==> src/rtl/fifo_mc.sv <==
// fifo_mc: NUM_CH independent FIFOs sharing one push port, one pop port and one registered read-out.
// Ports: clk, reset (async, active-high); wr_en/wr_ch/data_in push; rd_en/rd_ch pop;
//   almost_empty_thr/almost_full_thr are live thresholds shared by every channel; err_clr clears sticky errors;
//   data_out/data_valid carry the popped word one cycle after the pop; count and *_flag give per-channel status.
module fifo_mc #(
  parameter int NUM_CH         = 4,
  parameter int FIFO_DEPTH     = 8,
  parameter int FIFO_WORD_SIZE = 10,
  parameter int PTR_SIZE       = $clog2(FIFO_DEPTH),
  parameter int CH_SIZE        = $clog2(NUM_CH)
) (
  input  logic                             clk,
  input  logic                             reset,
  input  logic                             wr_en,
  input  logic [CH_SIZE-1:0]               wr_ch,
  input  logic [FIFO_WORD_SIZE-1:0]        data_in,
  input  logic                             rd_en,
  input  logic [CH_SIZE-1:0]               rd_ch,
  input  logic [PTR_SIZE:0]                almost_empty_thr,
  input  logic [PTR_SIZE:0]                almost_full_thr,
  input  logic                             err_clr,
  output logic [FIFO_WORD_SIZE-1:0]        data_out,
  output logic                             data_valid,
  output logic [NUM_CH*(PTR_SIZE+1)-1:0]   count,
  output logic [NUM_CH-1:0]                empty_flag,
  output logic [NUM_CH-1:0]                full_flag,
  output logic [NUM_CH-1:0]                almost_empty_flag,
  output logic [NUM_CH-1:0]                almost_full_flag,
  output logic [NUM_CH-1:0]                error_flag
);
  localparam logic [PTR_SIZE:0] DEPTH = (PTR_SIZE+1)'(FIFO_DEPTH);
  localparam logic [PTR_SIZE:0] ONE   = (PTR_SIZE+1)'(1);
  logic [PTR_SIZE:0] wr_ptr_q [NUM_CH];
  logic [PTR_SIZE:0] wr_ptr_d [NUM_CH];
  logic [PTR_SIZE:0] rd_ptr_q [NUM_CH];
  logic [PTR_SIZE:0] rd_ptr_d [NUM_CH];
  logic [PTR_SIZE:0] cnt [NUM_CH];
  logic [FIFO_WORD_SIZE-1:0] mem [NUM_CH*FIFO_DEPTH];
  logic [FIFO_WORD_SIZE-1:0] data_q, data_d;
  logic valid_q;
  logic [NUM_CH-1:0] err_q, err_d, err_set;
  logic rd_ok, wr_ok;
  // Status comes only from registered pointers; thresholds act without a register stage.
  always_comb begin
    count = '0;
    for (int i = 0; i < NUM_CH; i++) begin
      cnt[i] = wr_ptr_q[i] - rd_ptr_q[i];
      count[i*(PTR_SIZE+1) +: PTR_SIZE+1] = cnt[i];
      empty_flag[i] = cnt[i] == '0;
      full_flag[i] = cnt[i] == DEPTH;
      almost_empty_flag[i] = cnt[i] != '0 && cnt[i] <= almost_empty_thr;
      almost_full_flag[i] = cnt[i] >= almost_full_thr && cnt[i] != DEPTH;
    end
  end
  assign rd_ok = rd_en && !empty_flag[rd_ch];
  // A full channel can still take a push when the same edge pops from it.
  assign wr_ok = wr_en && (!full_flag[wr_ch] || (rd_ok && rd_ch == wr_ch));
  always_comb begin
    for (int i = 0; i < NUM_CH; i++) begin
      wr_ptr_d[i] = wr_ok && wr_ch == CH_SIZE'(i) ? wr_ptr_q[i] + ONE : wr_ptr_q[i];
      rd_ptr_d[i] = rd_ok && rd_ch == CH_SIZE'(i) ? rd_ptr_q[i] + ONE : rd_ptr_q[i];
      err_set[i] = (wr_en && !wr_ok && wr_ch == CH_SIZE'(i)) || (rd_en && !rd_ok && rd_ch == CH_SIZE'(i));
    end
    data_d = rd_ok ? mem[{rd_ch, rd_ptr_q[rd_ch][PTR_SIZE-1:0]}] : data_q;
    err_d = (err_q & ~{NUM_CH{err_clr}}) | err_set;
  end
  always_ff @(posedge clk or posedge reset)
    if (reset) begin
      wr_ptr_q <= '{default: '0};
      rd_ptr_q <= '{default: '0};
      data_q <= '0;
      valid_q <= 1'b0;
      err_q <= '0;
    end else begin
      wr_ptr_q <= wr_ptr_d;
      rd_ptr_q <= rd_ptr_d;
      data_q <= data_d;
      valid_q <= rd_ok;
      err_q <= err_d;
    end
  // Storage is not reset; reset empties channels by clearing the pointers.
  always_ff @(posedge clk)
    if (wr_ok) mem[{wr_ch, wr_ptr_q[wr_ch][PTR_SIZE-1:0]}] <= data_in;
  assign data_out = data_q;
  assign data_valid = valid_q;
  assign error_flag = err_q;
endmodule
==> config.mk <==
export PLATFORM = sky130hd
export DESIGN_NAME = fifo_mc
export DESIGN_NICKNAME = d
export VERILOG_FILES = /design/src/rtl/fifo_mc.sv
export SDC_FILE = /design/constraint.sdc
export NUM_CORES = 1
export LEC_CHECK = 0
export BUFFER_PORTS_ARGS = -buffer_cell sky130_fd_sc_hd__buf_2
export CAP_MARGIN = 40
export CORE_AREA = 2 2 234 236
export DETAILED_ROUTE_END_ITERATION = 6
export DIE_AREA = 0 0 236 238
export PLACE_DENSITY_LB_ADDON = 0.05
export REMOVE_ABC_BUFFERS = 1
export SKIP_CTS_REPAIR_TIMING = 1
export SYNTH_ARGS = -nofsm -noshare
export SYNTH_HDL_FRONTEND = slang
export SYNTH_SLANG_ARGS = --single-unit
==> constraint.sdc <==
create_clock -name clk -period 4.6 [get_ports clk]
set_input_delay 0 -clock clk [delete_from_list [all_inputs] [get_ports clk]]
set_output_delay 0 -clock clk [all_outputs]
set_load 0.1 [all_outputs]
* Yosys cells after proc, flatten, opt, wreduce, memory -nomap -nowiden
Memories as Yosys holds them, arrays and structs flattened. A register that Yosys moved wholly into a read port is not among the register bits.
Index checks and enable logic that the tools add are counted.
** Storage, ports and cells
- Register bits :: 37
- Memory bits (writable) :: 320
- Bits of input ports :: 27
- Output and inout bits :: 47
- Logic and storage cells :: 115
- Memories :: 1
** Memories
- mem :: depth 32, bits a word 10, rd ports 1, clocked after memory_dff 1, write ports 1, line 38 : logic [FIFO_WORD_SIZE-1:0] mem [NUM_CH*FIFO_DEPTH];
** Operators by class
- Add/sub/neg operators :: 12
- $lt $le $gt $ge :: 12
- Equality and inequality tests :: 15
- Mux-type cells :: 12
- Bitwise logic cells :: 5
- Reduce and logical (&&, ||, !) cells :: 48
** Operators with widths (number)
- $add A4 B1 Y4 const B :: 8
- $logic_and A1 B1 Y1 :: 29
- $bmux W4 S2 :: 2
- $eq A4 B4 Y1 const B :: 4
- $ge A4 B4 Y1 :: 4
- $le A4 B4 Y1 :: 4
- $logic_not A4 Y1 :: 4
- $ne A4 B4 Y1 const B :: 4
- $reduce_bool A4 Y1 :: 4
- $sub A4 B4 Y4 :: 4
- $mux W3 :: 4
- $eq A2 B2 Y1 const B :: 4
- $ge A3 B3 Y1 const B :: 2
- $lt A2 B3 Y1 const B :: 2
- $not A2 Y3 :: 2
- $logic_or A1 B1 Y1 :: 5
- $and A4 B4 Y4 :: 1
- $bmux W1 S2 :: 2
- $eq A2 B1 Y1 const B :: 2
- $logic_not A1 Y1 :: 4
- $logic_not A2 Y1 :: 2
- $mux W1 :: 4
- $not A4 Y4 :: 1
- $or A4 B4 Y4 :: 1
- $eq A2 B2 Y1 :: 1

* Depth between registers and ports, before layout
- Depth after elaboration :: 14
- Depth in mapped cells :: 12
- Depth with buffers taken out :: 11

* Worst setup path before layout
Ideal clock, no wire load.
- Path type :: flip-flop to flip-flop
- From :: register rd_ptr_q[8] (netlist name)
- To :: memory mem[17][0] (enable)
- Setup time :: 0.292 ns
- Data arrival time :: 5.755 ns
- Data required time :: 4.308 ns
- Setup slack :: -1.447 ns
- Cell stages (with the launch flop) :: 11
- Buffers on the path :: 1
- Clock period less this slack :: 6.047 ns
- Cells stage by stage :: dfrtp_1 -> ha_1 -> fa_1 -> xnor2_1 -> or3_1 -> nor3_1 -> mux4_2 -> o21a_1 -> or3_1 -> clkbuf_1 -> nor3_1
** Between the ends
- Elaborated cells between the ends (all ways) :: 15
- Classes of those cells :: 1 x add/sub; 1 x eq/ne; 6 x mux; 7 x reduce/logical
** RTL lines
- start: declaration :: line 35 : logic [PTR_SIZE:0] rd_ptr_q [NUM_CH];
- start signal: assignment :: line 76 : rd_ptr_q <= rd_ptr_d;
- $sub A4 B4 Y4 :: line 47 : cnt[i] = wr_ptr_q[i] - rd_ptr_q[i];
- net count[6] :: line 24 : output logic [NUM_CH*(PTR_SIZE+1)-1:0] count,
- $eq A4 B4 Y1 :: line 50 : full_flag[i] = cnt[i] == DEPTH;
- net full_flag[1] :: line 26 : output logic [NUM_CH-1:0] full_flag,
- $bmux W1 S2 :: line 57 : assign wr_ok = wr_en && (!full_flag[wr_ch] || (rd_ok && rd_ch == wr_ch));
- $mux W1 (not written as such) :: line 57
- $logic_not A1 Y1 :: line 57
- $logic_or A1 B1 Y1 :: line 57
- $logic_and A1 B1 Y1 :: line 57
- $mux W1 :: line 83 : if (wr_ok) mem[{wr_ch, wr_ptr_q[wr_ch][PTR_SIZE-1:0]}] <= data_in;
- $mux W1 (not written as such) :: line 83
- end: declaration :: line 38
The timed path passes the listed nets, and every way through them passes these cells. The select of a mux whose other input is x is not followed.

* Worst setup path in the final report
- From :: register rd_ptr_q[4] (netlist name)
- To :: memory mem[24][6] (enable)
** Between the ends
- Word-level cells in the longest chain between the ends :: 11
- Elaborated cells between the ends (all ways) :: 15
- Classes of those cells :: 1 x add/sub; 1 x eq/ne; 6 x mux; 7 x reduce/logical
** Ends and longest elaborated chain
- $sub A4 B4 Y4 * :: line 47
- $logic_not A4 Y1 :: line 49 : empty_flag[i] = cnt[i] == '0;
- $bmux W1 S2 :: line 55 : assign rd_ok = rd_en && !empty_flag[rd_ch];
- $mux W1 (not written as such) :: line 55
- $logic_not A1 Y1 :: line 55
- $logic_and A1 B1 Y1 :: line 55
- $logic_and A1 B1 Y1 :: line 57
- $logic_or A1 B1 Y1 * :: line 57
- $logic_and A1 B1 Y1 * :: line 57
- $mux W1 * :: line 83
- $mux W1 (not written as such) * :: line 83
Every way passes the cells marked *; elsewhere a longest branch is shown, timed or not. The select of a mux whose other input is x is not followed.

==> metrics.md <==
| Metric | Value |
|---|---|
| Ys flop type | edfxtp_1 |
| TritonCTS buffer count | 43 |
| Post-Synthesis Cells | 1221 |
| Synthesized area | 16000 um2 |
| DRC Markers | 0 |
| IO Count | 74 |
| Max Root-Sink Buffers | 3 |
| Pin count of the biggest net entering global routing | 61 |
| Vias in the first global route | 10500 |
| Die area | 56200 um2 |
| DR WL/cell | 24.5 um |
| Rows | 85 |
| Area delta synth->final | 19.0% |
| Reg area | 10800 um2 |
| Final clock skew | 0.0132 ns |
| WP data required | 4.79 ns |
| Core area | 53500 um2 |
| DP Worst Slack | -0.0935 ns |
| Data arrival, critical path | 4.44 ns |
| Busiest layer in global routing | met2 |
| Layout cell share with drive strength beyond 1 | 18.1% |
| IO Port Bufs | 73 |
| Grt met2 use | 30.2% |
| Seq cells post-synth | 367 |
| Part of the cycle the worst path needs | 92.3% |
| CP max FO | 10 |
| Filler Cell Count | 5279 |
| Post-synthesis sequential area ratio | 67.5% |
| CP peak stage delay | 0.78 ns |
| DR iter-0 viols | 603 |
| ANT nets after route | 0 |
| MaxCap Viol Count | 0 |
| Startpoint Class | flip-flop |
| Root Buffer | clkbuf_16 |
| DP Area | 17600 um2 |
| TritonCTS clock tree | done |
| First-pass GRT wire length | 74300 um |
| Synth Area per Inst | 13.1 um2 |
| Clk sinks | 367 |
| Initial antenna violation count | 1 |
| Worst slew margin | 44.8% |
| FMAX | 235 MHz |
| Final Worst Setup Slack | 0.352 ns |
| Number of setup violations in the final report | 0 |
| Final #Nets | 1439 |
| Crit Path Class | reg2reg |
| Critical-path top delay cell | nor2_1 |
| Yosys warns | 0 |
| Status | complete, no violations |
| GR Util met3 | 2.67% |
| Fin. max-slew vios | 0 |
| Final WL | 51100 um |
| Vias per cell | 4.93 |
| Post-layout min period | 4.25 ns |
| Fin area | 19000 um2 |
| Worst min-delay path class | in2reg |
| Asr flop ratio synth | 12.8% |
| Htree depth | 2 |
| Hold Fails Final Rpt | 0 |
| Die H | 238 um |
| Drt pass-1 iters | 5 |
| Slew @ Worst Pin | 0.825 ns |
| Area occupied by multi-input gates | 4920 um2 |
| RD Place Congestion | 0.781 |
| Clock latency on the worst-skew pair | 0.57 ns |
| Die X | 236 um |
| Clock transition at path regs | 0.05 ns |
| RSZ-0062 raised after global routing | false |
| Initial core utilization | 29.9% |
| Overflow after GRT | 0 |
| CP cell instances | ha_1 -> fa_1 -> xnor2_1 -> or3_1 -> nor3_1 -> mux4_2 -> o21ai_0 -> nand3_2 -> nor2_1 |
| Global-route met1 utilization | 24.9% |
| Distinct cells, synth | 45 |
| Post-synth EDFFs | 320 |
| Util after Layout | 35.5% |
| Hpwl dp | 34700 um |
| Crit path capture type | flip-flop |
| Via count | 10300 |
| GRT Util Overall | 18.3% |
-- cell type report --
type | count | area share (%)
sequential | 367 | 56.7
multi-input combinational | 763 | 25.9
clock buffer | 60 | 6.10
timing repair buffer | 147 | 5.30
tap | 696 | 4.58
clock inverter | 18 | 0.757
inverter | 34 | 0.671
antenna | 2 | 0.0263
-- metrics by stage --
step / hold WS [ns] / TNS (ns) / instances
after floorplan: 0.0989 / -592.06 / 1164
after global placement: 0.238 / -0.229 / 1978
after detailed placement: 0.243 / -1.55 / 1998
after CTS: -0.379 / -1.66 / 2076
after global routing: 0.0411 / 0 / 2085
final: 0.0158 / 0 / 2087
-- state kept, by name, indices dropped and copies added, names as in the netlist --
signal,flops
data_out,10
data_valid,1
wr_ptr_q,16
rd_ptr_q,16
mem,320
error_flag,4
-- Yosys cell counts (5+ instances only) --
cell,number,area [um2]
xor2_1,16,140
nor2b_1,6,37.5
nand2b_1,14,87.6
and3_1,6,37.5
or3_1,5,31.3
nor2_1,48,180
ha_1,52,651
o21ai_0,12,60.1
buf_1,6,22.5
buf_2,12,60.1
clkbuf_1,37,139
xnor2_1,18,158
mux4_2,22,495
nor4_1,8,50.1
a21oi_1,26,130
dfrtp_1,47,1180
edfxtp_1,320,9610
nand2_1,270,1010
mux2_2,9,101
nand3b_1,5,37.5
inv_1,33,124
nand4_1,41,257
mux2i_1,14,140
a31oi_1,30,188
a21o_1,8,60.1
o22a_1,10,87.6
nor3_1,11,55.1
nand3_1,104,521
-- worst max-delay path, delay by kind of cell, from the launching register on --
family                     cells  cell delay [ns]
adders and majority gates      2             0.63
xor gates and xnor gates       1             0.46
muxes                          1             0.49
AOI/OAI and AO/OA              1             0.27
DFF                            1             0.46
and+or+nand+nor                4             1.56
-- kinds of logic (layout without fill, tap and decap cells) --
| family | after synthesis | count (layout) | share of synthesized area (%) |
|---|---|---|---|
| buf+inv | 91 | 259 | 2.30 |
| simple gates | 531 | 531 | 15.3 |
| other cells | 0 | 2 | 0 |
| fa+ha+maj | 56 | 56 | 4.57 |
| compound gates | 96 | 96 | 3.82 |
| mux | 46 | 46 | 4.68 |
| xor+xnor | 34 | 34 | 1.86 |
| flops | 367 | 367 | 67.5 |
-- cells in the final DEF, fill, tap and decap left out, types with 6 or more instances in the layout --
cell type      instances
xor2_1                16
nor3_1                 6
nand2_1              270
dfrtp_1               47
clkbuf_16             43
mux2_2                 9
edfxtp_1             320
nor2b_1                6
buf_4                 60
and3_1                 6
mux2i_1                9
inv_1                 32
xnor2_1               18
a21oi_1               26
nand4_1               41
a21o_1                 8
nand3_1              103
mux4_2                22
nor2_1                43
o22a_1                10
o21ai_0               12
nor4_1                 8
buf_2                 73
nor3_2                 6
a31oi_1               30
clkbuf_1              15
nand2b_1              14
ha_1                  52
clkinv_1              10
dlygate4sd3_1          8
-- routing by layer --
layer | vias to the layer above | share of wire, %
li1 | 4781 | -
met1 | 5261 | 47
met2 | 175 | 47
met3 | 76 | 3.2
met4 | 0 | 2.8
met5 | - | 0
-- final timing paths --
check                                    startpoint                       end  slack, ns  depth (start not counted)
max                         rd_ptr_q[4]$_DFFE_PP0P_      mem[24][6]$_DFFE_PP_       0.35                          9
max in group asynchronous                     reset   wr_ptr_q[5]$_DFFE_PP0P_       3.97                          4
min                                        wr_ch[1]   wr_ptr_q[5]$_DFFE_PP0P_       0.02                          5
min reg2reg                rd_ptr_q[15]$_DFFE_PP0P_  rd_ptr_q[15]$_DFFE_PP0P_       0.48                          1
min in group asynchronous                     reset      data_valid$_DFF_PP0_       0.16                          4
max reg2reg                 rd_ptr_q[4]$_DFFE_PP0P_      mem[24][6]$_DFFE_PP_       0.35                          9
Power is left out: the tool's default activity adds up to more than one toggle a clock period on the data nets, which glitch-free logic cannot reach.
